===== src/rtl/instr_fetch_unit.sv =====
// Instruction fetch stage: loadable instruction memory, PC, synchronous-read fetch and prefetch FIFO.
// Optional performance counters are compiled in with `define IFU_PERF_CNT_EN.
module instr_fetch_unit #(
  parameter int               XLEN       = 32,
  parameter int               DEPTH      = 64,
  parameter int               FIFO_DEPTH = 2,
  parameter logic [XLEN-1:0]  RESET_PC   = {XLEN{1'b0}}
) (
  input  logic                     clk,
  input  logic                     rst,
  input  logic                     load_en,
  input  logic [$clog2(DEPTH)-1:0] load_addr,
  input  logic [XLEN-1:0]          load_data,
  input  logic                     start,
  input  logic                     redirect_valid,
  input  logic [XLEN-1:0]          redirect_pc,
  input  logic                     instr_ready,
  output logic                     instr_valid,
  output logic [XLEN-1:0]          instruction_word,
  output logic [XLEN-1:0]          instr_pc,
  output logic [XLEN-1:0]          Addition_result,
  output logic                     halted
`ifdef IFU_PERF_CNT_EN
  ,
  output logic [31:0]              fetch_count,
  output logic [15:0]              flush_count
`endif
);

  localparam int              AW         = $clog2(DEPTH);
  localparam int              FW         = $clog2(FIFO_DEPTH);
  localparam logic [XLEN-1:0] ECALL      = XLEN'(32'h0000_0073);
  localparam logic [XLEN-1:0] PC_STEP    = XLEN'(32'd4);
  localparam logic [XLEN-1:0] ALIGN_MASK = ~XLEN'(32'd3);

  typedef enum logic [1:0] {
    S_IDLE  = 2'd0,
    S_FETCH = 2'd1,
    S_HALT  = 2'd2
  } state_t;

  state_t          r_state;
  state_t          w_state_next;

  logic [XLEN-1:0] r_mem [DEPTH];
  logic [XLEN-1:0] r_rdata;
  logic [XLEN-1:0] r_pc;
  logic [XLEN-1:0] r_inflight_pc;
  logic            r_inflight;
  logic            r_ecall_stop;
  logic            r_halted;
  logic [XLEN-1:0] r_fifo_data [FIFO_DEPTH];
  logic [XLEN-1:0] r_fifo_pc   [FIFO_DEPTH];
  logic [FW-1:0]   r_wptr;
  logic [FW-1:0]   r_rptr;
  logic [FW:0]     r_count;

  logic            w_in_fetch;
  logic            w_start;
  logic            w_mem_we;
  logic            w_valid;
  logic            w_redirect;
  logic            w_pop;
  logic            w_push;
  logic            w_push_ecall;
  logic            w_halt_go;
  logic            w_issue;
  logic [FW+1:0]   w_occ;
  logic [AW-1:0]   w_rd_idx;
  logic [XLEN-1:0] w_redirect_pc;
  logic [XLEN-1:0] w_head_data;
  logic [XLEN-1:0] w_head_pc;

  assign w_in_fetch    = (r_state == S_FETCH);
  assign w_start       = start && ((r_state == S_IDLE) || (r_state == S_HALT));
  assign w_mem_we      = load_en && (r_state != S_FETCH);
  assign w_valid       = w_in_fetch && (r_count != {(FW+1){1'b0}});
  assign w_redirect    = w_in_fetch && redirect_valid;
  assign w_head_data   = r_fifo_data[r_rptr];
  assign w_head_pc     = r_fifo_pc[r_rptr];
  assign w_pop         = w_valid && instr_ready && !redirect_valid;
  assign w_push        = w_in_fetch && r_inflight && !redirect_valid;
  assign w_push_ecall  = w_push && (r_rdata == ECALL);
  assign w_halt_go     = w_pop && (w_head_data == ECALL);
  assign w_redirect_pc = redirect_pc & ALIGN_MASK;
  assign w_rd_idx      = r_pc[AW+1:2];

  // Occupancy counts the slot freed by a same-edge pop so a ready consumer sees one word per cycle.
  assign w_occ   = {1'b0, r_count} + {{(FW+1){1'b0}}, r_inflight} - {{(FW+1){1'b0}}, w_pop};
  assign w_issue = w_in_fetch && !redirect_valid && !r_ecall_stop && !w_push_ecall
                   && (w_occ < (FW+2)'(FIFO_DEPTH));

  // State register.
  always_ff @(posedge clk or negedge rst) begin
    if (!rst) begin
      r_state <= S_IDLE;
    end else begin
      r_state <= w_state_next;
    end
  end

  // Next-state logic.
  always_comb begin
    w_state_next = r_state;
    case (r_state)
      S_IDLE: begin
        if (start) w_state_next = S_FETCH;
        else       w_state_next = S_IDLE;
      end
      S_FETCH: begin
        if (w_halt_go) w_state_next = S_HALT;
        else           w_state_next = S_FETCH;
      end
      S_HALT: begin
        if (start) w_state_next = S_FETCH;
        else       w_state_next = S_HALT;
      end
      default: w_state_next = S_IDLE;
    endcase
  end

  // Instruction memory: loader writes and synchronous fetch reads; contents survive reset.
  always_ff @(posedge clk) begin
    if (w_mem_we) r_mem[load_addr] <= load_data;
    if (w_issue)  r_rdata <= r_mem[w_rd_idx];
  end

  // PC, in-flight read tracking and prefetch FIFO.
  always_ff @(posedge clk or negedge rst) begin
    if (!rst) begin
      r_pc          <= RESET_PC;
      r_inflight_pc <= {XLEN{1'b0}};
      r_inflight    <= 1'b0;
      r_ecall_stop  <= 1'b0;
      r_halted      <= 1'b0;
      r_wptr        <= {FW{1'b0}};
      r_rptr        <= {FW{1'b0}};
      r_count       <= {(FW+1){1'b0}};
      for (int i = 0; i < FIFO_DEPTH; i++) begin
        r_fifo_data[i] <= {XLEN{1'b0}};
        r_fifo_pc[i]   <= {XLEN{1'b0}};
      end
    end else if (w_start) begin
      r_pc         <= RESET_PC;
      r_inflight   <= 1'b0;
      r_ecall_stop <= 1'b0;
      r_halted     <= 1'b0;
      r_wptr       <= {FW{1'b0}};
      r_rptr       <= {FW{1'b0}};
      r_count      <= {(FW+1){1'b0}};
    end else if (r_state == S_IDLE) begin
      if (redirect_valid) r_pc <= w_redirect_pc;
    end else if (w_redirect) begin
      // Redirect beats any same-cycle pop and cancels a pending ECALL.
      r_pc         <= w_redirect_pc;
      r_inflight   <= 1'b0;
      r_ecall_stop <= 1'b0;
      r_wptr       <= {FW{1'b0}};
      r_rptr       <= {FW{1'b0}};
      r_count      <= {(FW+1){1'b0}};
    end else if (w_halt_go) begin
      r_inflight   <= 1'b0;
      r_ecall_stop <= 1'b0;
      r_halted     <= 1'b1;
      r_wptr       <= {FW{1'b0}};
      r_rptr       <= {FW{1'b0}};
      r_count      <= {(FW+1){1'b0}};
    end else if (w_in_fetch) begin
      r_inflight <= w_issue;
      if (w_issue) begin
        r_pc          <= r_pc + PC_STEP;
        r_inflight_pc <= r_pc;
      end
      if (w_push) begin
        r_fifo_data[r_wptr] <= r_rdata;
        r_fifo_pc[r_wptr]   <= r_inflight_pc;
        r_wptr              <= r_wptr + FW'(1);
      end
      if (w_pop)        r_rptr       <= r_rptr + FW'(1);
      if (w_push_ecall) r_ecall_stop <= 1'b1;
      if (w_push && !w_pop)      r_count <= r_count + (FW+1)'(1);
      else if (!w_push && w_pop) r_count <= r_count - (FW+1)'(1);
    end
  end

  assign instr_valid      = w_valid;
  assign instruction_word = w_valid ? w_head_data : {XLEN{1'b0}};
  assign instr_pc         = w_valid ? w_head_pc : {XLEN{1'b0}};
  assign Addition_result  = w_valid ? (w_head_pc + PC_STEP) : {XLEN{1'b0}};
  assign halted           = r_halted;

`ifdef IFU_PERF_CNT_EN
  logic [31:0] r_fetch_count;
  logic [15:0] r_flush_count;

  // Pop counter wraps; flush counter saturates.
  always_ff @(posedge clk or negedge rst) begin
    if (!rst) begin
      r_fetch_count <= 32'd0;
      r_flush_count <= 16'd0;
    end else if (w_start) begin
      r_fetch_count <= 32'd0;
      r_flush_count <= 16'd0;
    end else begin
      if (w_pop) r_fetch_count <= r_fetch_count + 32'd1;
      if (w_redirect && (r_flush_count != 16'hFFFF)) r_flush_count <= r_flush_count + 16'd1;
    end
  end

  assign fetch_count = r_fetch_count;
  assign flush_count = r_flush_count;
`endif

endmodule


===== config.mk =====
export PLATFORM = sky130hd
export DESIGN_NAME = instr_fetch_unit
export DESIGN_NICKNAME = d
export VERILOG_FILES = /design/src/rtl/instr_fetch_unit.sv
export SDC_FILE = /design/constraint.sdc
export NUM_CORES = 2
export LEC_CHECK = 0
export CAP_MARGIN = 20
export CELL_PAD_IN_SITES_DETAIL_PLACEMENT = 1
export CELL_PAD_IN_SITES_GLOBAL_PLACEMENT = 1
export CORE_AREA = 2 2 598 362
export DETAILED_ROUTE_END_ITERATION = 8
export DIE_AREA = 0 0 600 364
export PLACE_DENSITY_LB_ADDON = 0.1
export SYNTH_ARGS = -nofsm -noshare
export SYNTH_HDL_FRONTEND = slang
export SYNTH_SLANG_ARGS = --single-unit

===== constraint.sdc =====
create_clock -name clk -period 5.9 [get_ports clk]
set_input_delay 1.18 -clock clk [delete_from_list [all_inputs] [get_ports clk]]
set_output_delay 1.18 -clock clk [all_outputs]
set_load 0.1 [all_outputs]

; Word-level counts from Yosys, hierarchy flattened
; Memory sizes are Yosys's and may differ from the RTL's. A register that Yosys moved wholly into a read port is not among the register bits.
; Index checks and enable logic that the tools add are counted.
[word_totals]
word_cells = 143
ramBits = 2048
output_inout_bits = 98
register_bits = 201
in_bits = 76
n_memories = 1
[classes]
eq_ne = 9
n_mux = 60
reduce_logical = 42
add_sub_neg = 8
n_lt_le_gt_ge = 4
bitwise_logic = 6
[mem_list]
columns = memory, depth, word_bits, read_ports, rd_ports_with_merged_regs, write_ports, line
row1 = r_mem, 64, 32, 1, 1, 1, 45  ; logic [XLEN-1:0] r_mem [DEPTH];
[ops]
columns = cell, n
row1 = 32-bit 2-to-1 mux, 17
row2 = 64-bit bitwise mux, 2
row3 = "32-bit by 3-bit adder with 32-bit output, second input constant", 2
row4 = "32-bit by 7-bit == test with 1-bit output, second input constant", 2
row5 = 32-bit demux with 1-bit select, 1
row6 = 1-bit 2-to-1 mux, 30
row7 = 4-bit nonzero test, 6
row8 = 2-bit 2-to-1 mux, 9
row9 = 1-bit logical AND, 17
row10 = 3-bit AND reduction, 5
row11 = 6-bit AND reduction, 2
row12 = 2-bit case mux with 3 select lines, 1
row13 = 1-bit zero test, 5
row14 = 5-bit nonzero test, 1
row15 = "2-bit >= comparator, second input constant", 2
row16 = "2-bit != test, second input constant", 2
row17 = "4-bit by 3-bit != test with 1-bit output, second input constant", 1
row18 = 1-bit inverter, 4
row19 = 1-bit inverter with 2-bit output, 2
row20 = 4-bit AND reduction, 1
row21 = 2-bit nonzero test, 2
row22 = 2-bit by 1-bit adder with 3-bit output, 1
row23 = "3-bit by 2-bit < comparator with 1-bit output, second input constant", 1
row24 = "3-bit != test, second input constant", 1
row25 = other kinds (11), 12

; Depth between registers and ports, before layout
[logic_depth]
ltp_word = 13
depth_mapped = 13
mapped_depth_nobuf = 12

; Worst setup path after synthesis
; Ideal clock, no wire load.
[synth_timing]
path_kind = register -> output
start = register r_rptr
end = output Addition_result[22]
t_arrival_ps = 4352
path_slack_ps = 368
path_stages_with_launch = 11
cell_sequence = dfrtp_1 -> buf_6 -> buf_6 -> buf_6 -> buf_2 -> mux2_2 -> ha_1 -> o2111ai_1 -> nor3_2 -> nand2_2 -> o31ai_1
[synth_via]
elab_chain_cells = 6
[synth_lines]
columns = item, line
row1 = from (decl), 55  ; logic [FW-1:0] r_rptr;
row2 = from (signal assigned), 137  ; r_rptr <= {FW{1'b0}};
row3 = from (signal assigned), 149  ; r_rptr <= {FW{1'b0}};
row4 = from (signal assigned), 159  ; r_rptr <= {FW{1'b0}};
row5 = 1-bit inverter with 2-bit output (implied by the code), 80  ; assign w_head_pc = r_fifo_pc[r_rptr];
row6 = 32-bit 2-to-1 mux (implied by the code) (3 in a row), 80
row7 = 32-bit by 3-bit adder with 32-bit output, 189  ; assign Addition_result = w_valid ? (w_head_pc + PC_STEP) : {XLEN{1'b0}};
row8 = 32-bit 2-to-1 mux, 189
row9 = to (decl), 21  ; output logic [XLEN-1:0] Addition_result,
; Every way passes these cells. The select of a mux whose other input is x is not followed.

; Final worst setup path
[layout_timing]
start = register r_rptr
end = output Addition_result[31]
; Same word-level chain as after synthesis.

==> impl_metrics.py <==
metrics = {
    "cells_and_area": {
        "drive_above_1_share_pct": 31.28,
        "final_nets": 4444,
        "syn2layout_area_growth_pct": 15.04,
        "num-fill-cells": 18980,
        "fin_cells": 7425,
        "finish.utilization_pct": 47.83,
    },
    "pwr": {
        "powerDensity_nw_per_um2": 402.9,
        "p_leak_nw": 32.12,
        "ir_drop_v": 0.0002609,
    },
    "logic_synthesis": {
        "syn_area_sq_um": 88920,
        "yosysSeqAreaShare_pct": 75.68,
        "avgSynthCellArea_sq_um": 22.09,
        "synth_edf_count": 2080,
        "synth_cell_types": 67,
        "yosysWarnings": 0,
        "ys_ff_latch": 2273,
        "synthTopCellsByArea": "edfxtp_1 (70%), mux4_2 (16%), dfrtp_1 (5.4%)",
        "async_flop_share_pct": 8.491,
        "ys.flop_type": "edfxtp_1",
        "synthCells": 4025,
        "yosys.area.top_type": "edfxtp_1",
        "synth_top_area_share_pct": 70.25,
    },
    "clock_network": {
        "ctsLongestPathBuffers": 4,
        "cts_tree": "yes",
        "cts_root_buffer": "clkbuf_16",
        "post_cts_resized": 0,
        "cts-htree-levels": 4,
        "cts.clk_slew.worst_paths_ns": 0.06,
        "post_cts_buffers": 0,
        "holdBufCountCts": 0,
        "worstSkewPairLatency_ns": 0.84,
        "cts_buffers": 215,
        "clkSinkCount": 2273,
    },
    "setup_path": {
        "path_buf_inv": 1,
        "required_ns": 4.72,
        "crit_type": "reg -> out",
        "start_kind": "flip-flop",
        "crit-reg2reg-launch": "r_rptr$_DFFE_PN0P_",
        "critPathSlowestCell": "dfrtp_4",
        "crit_chain": "a32oi_1, a2111o_1, or3_1, nor3_2, xor2_1, nor2_1, buf_4",
        "worst_r2r_path_depth": 8,
        "cp_top_family": "simple AND/OR/NAND/NOR gates",
        "ff2ff_setup_slack_ns": 1.72,
        "critPathMaxFanout": 42,
        "cp.arrival_ns": 4.24,
        "r2r-end": "r_fifo_pc[25]$_DFFE_PN0P_",
        "critPathMaxStageDelay_ns": 0.80,
        "endpoint_kind": "output pin",
    },
    "die": {
        "ios": 174,
        "chipWidth_microns": 600,
        "rows": 132,
        "fp.coreArea_sq_um": 213900,
        "fp.dieArea_sq_um": 218400,
        "start_util_pct": 41.57,
        "die_h_microns": 364,
    },
    "drt": {
        "vias": 43160,
        "dr.pass1.iters": 5,
        "totalWireLength_mm": 249.5,
        "routedWlPerCell_microns": 33.60,
        "avgViaCountPerCell": 5.813,
        "drc": 0,
        "ant_nets": 0,
        "drtIter0Drc": 5098,
    },
    "grt": {
        "overflow": 0,
        "grt_max_degree": 115,
        "grtUsageTotal_pct": 22.98,
        "grt_first_pass_wirelength_mm": 351.3,
        "antenna_found_initial": 20,
        "first_global_vias": 44180,
    },
    "timing": {
        "skew_ns": 0.03045,
        "max_freq_mhz": 184.5,
        "rsz0062_at_grt": "false",
        "slew_violations": 0,
        "fin_tns_setup_ns": 0,
        "setup_viol": 0,
        "final_hold_viol_count": 0,
        "fin_crit_ns": 5.419,
        "tightest_slew_ns": 1.028,
        "fin_crit_sh_pct": 91.85,
        "relSlewSlack_pct": 31.44,
    },
    "run_status": {
        "status": "finished, final reports clean",
    },
    "place": {
        "placed_cells": 7006,
        "hpwl_mm": 142.9,
        "portBuffers": 167,
        "gp_congestion": 0.7526,
    },
    "min_path": {
        "hp-class": "in -> async",
    },
    "flow_run": {
        "maxCapViolCount": 0,
    },
}
where the power goes:
group | switching, mW | internal (mW)
Combinational | 4.67 | 3.77
Sequential | 0.721 | 18.2
Clock | 6.04 | 7.79
Total | 11.4 | 29.8
cells in the final DEF (no fill, tap or decap), types with 19 or more instances in the layout:
cell type        Yosys  layout
clkinv_2             0      38
clkbuf_1           108      37
dfrtp_1            193     188
mux2i_1             59      59
buf_2               57      32
nor2_4               0      67
a21oi_1             46      45
mux4_2             639     639
nand2_1             73      73
edfxtp_1          2080    2080
clkinv_1             0      55
bufinv_16            0      22
buf_12               0      52
clkbuf_16            0     219
and3_1              19      19
a22oi_1             65      65
clkdlybuf4s50_1      0     115
nor2_1             178     113
mux2_2             160     160
buf_4                6     143
o21ai_0             46      46
nor4_1              21      21
nand3_1             29      29
nor3_1              29      29
metal layers:
metal | part of all wire (%) | track usage [%] | wire, microns | up-vias
li1 | - | - | - | 17610
met1 | 48 | 36.65 | 119600 | 23720
met2 | 42 | 31.91 | 105300 | 1509
met3 | 8.0 | 5.661 | 20040 | 308
met4 | 1.8 | 4.420 | 4515 | 10
met5 | 0.025 | 0 | 63 | -
synthesized netlist by cell type, types with 46 or more instances:
master and n:
o21ai_0 46, mux2i_1 59, mux4_2 639, clkbuf_1 108
dfrtp_1 193, a22oi_1 65, buf_2 57, nand2_1 73
a21oi_1 46, edfxtp_1 2080, mux2_2 160, nor2_1 178
cell type report:
class	count	area (sq um)	share of cell area, %
Timing Repair Buffer	344	3467	3.389
Clock buffer	261	5688	5.561
Sequential cell	2273	67310	65.80
Multi-Input combinational cell	1523	21010	20.54
Antenna cell	7	17.52	0.01712
Inverter	7	26.28	0.02569
Clock inverter	129	1167	1.141
Tap cell	2881	3605	3.524
flip-flops by register name (all words and copies together), names as in the netlist:
register	count
r_rptr	1
r_fifo_data	64
r_rdata	32
r_mem	2048
r_inflight_pc	30
r_count	2
halted	1
r_wptr	1
r_inflight	1
r_pc	30
r_ecall_stop	1
r_state	2
r_fifo_pc	60
kinds of logic after synthesis:
family / after synthesis / synth area share [%]
flip-flops: 2273 / 75.68
other: 1 / 0.004217
adder cells (fa/ha/maj): 4 / 0.06474
XOR/XNOR: 22 / 0.2167
AND/OR/NAND/NOR: 432 / 2.364
AO/OA/AOI/OAI: 203 / 1.483
multiplexers: 858 / 18.88
buffers and inverters: 232 / 1.313
how the worst max path moves through the flow:
stage,depth (start not counted),to,start,slack (ns)
floorplan,10,Addition_result[22],r_rptr$_DFFE_PN0P_,0.37
global placement,14,r_inflight_pc[30]$_DFFE_PN0P_,redirect_valid,0.94
detailed placement,14,r_inflight_pc[30]$_DFFE_PN0P_,redirect_valid,0.86
CTS,7,Addition_result[31],r_rptr$_DFFE_PN0P_,0.41
global route,9,Addition_result[24],r_rptr$_DFFE_PN0P_,0.19
finish,7,Addition_result[31],r_rptr$_DFFE_PN0P_,0.48
per-stage QoR:
stage	hold slack, ns	setup WS, ns	power, mW	cell area (sq um)
global placement	0.4862	0.9410	27.70	94980
global route	0.3723	0.1899	42.75	102300
detailed placement	0.4922	0.8582	27.79	94980
CTS	0.3479	0.4085	41.62	101800
floorplan	0.4604	0.3680	24.65	88930
finish	0.3619	0.4806	41.21	102300
(Power assumes the default switching activity.)
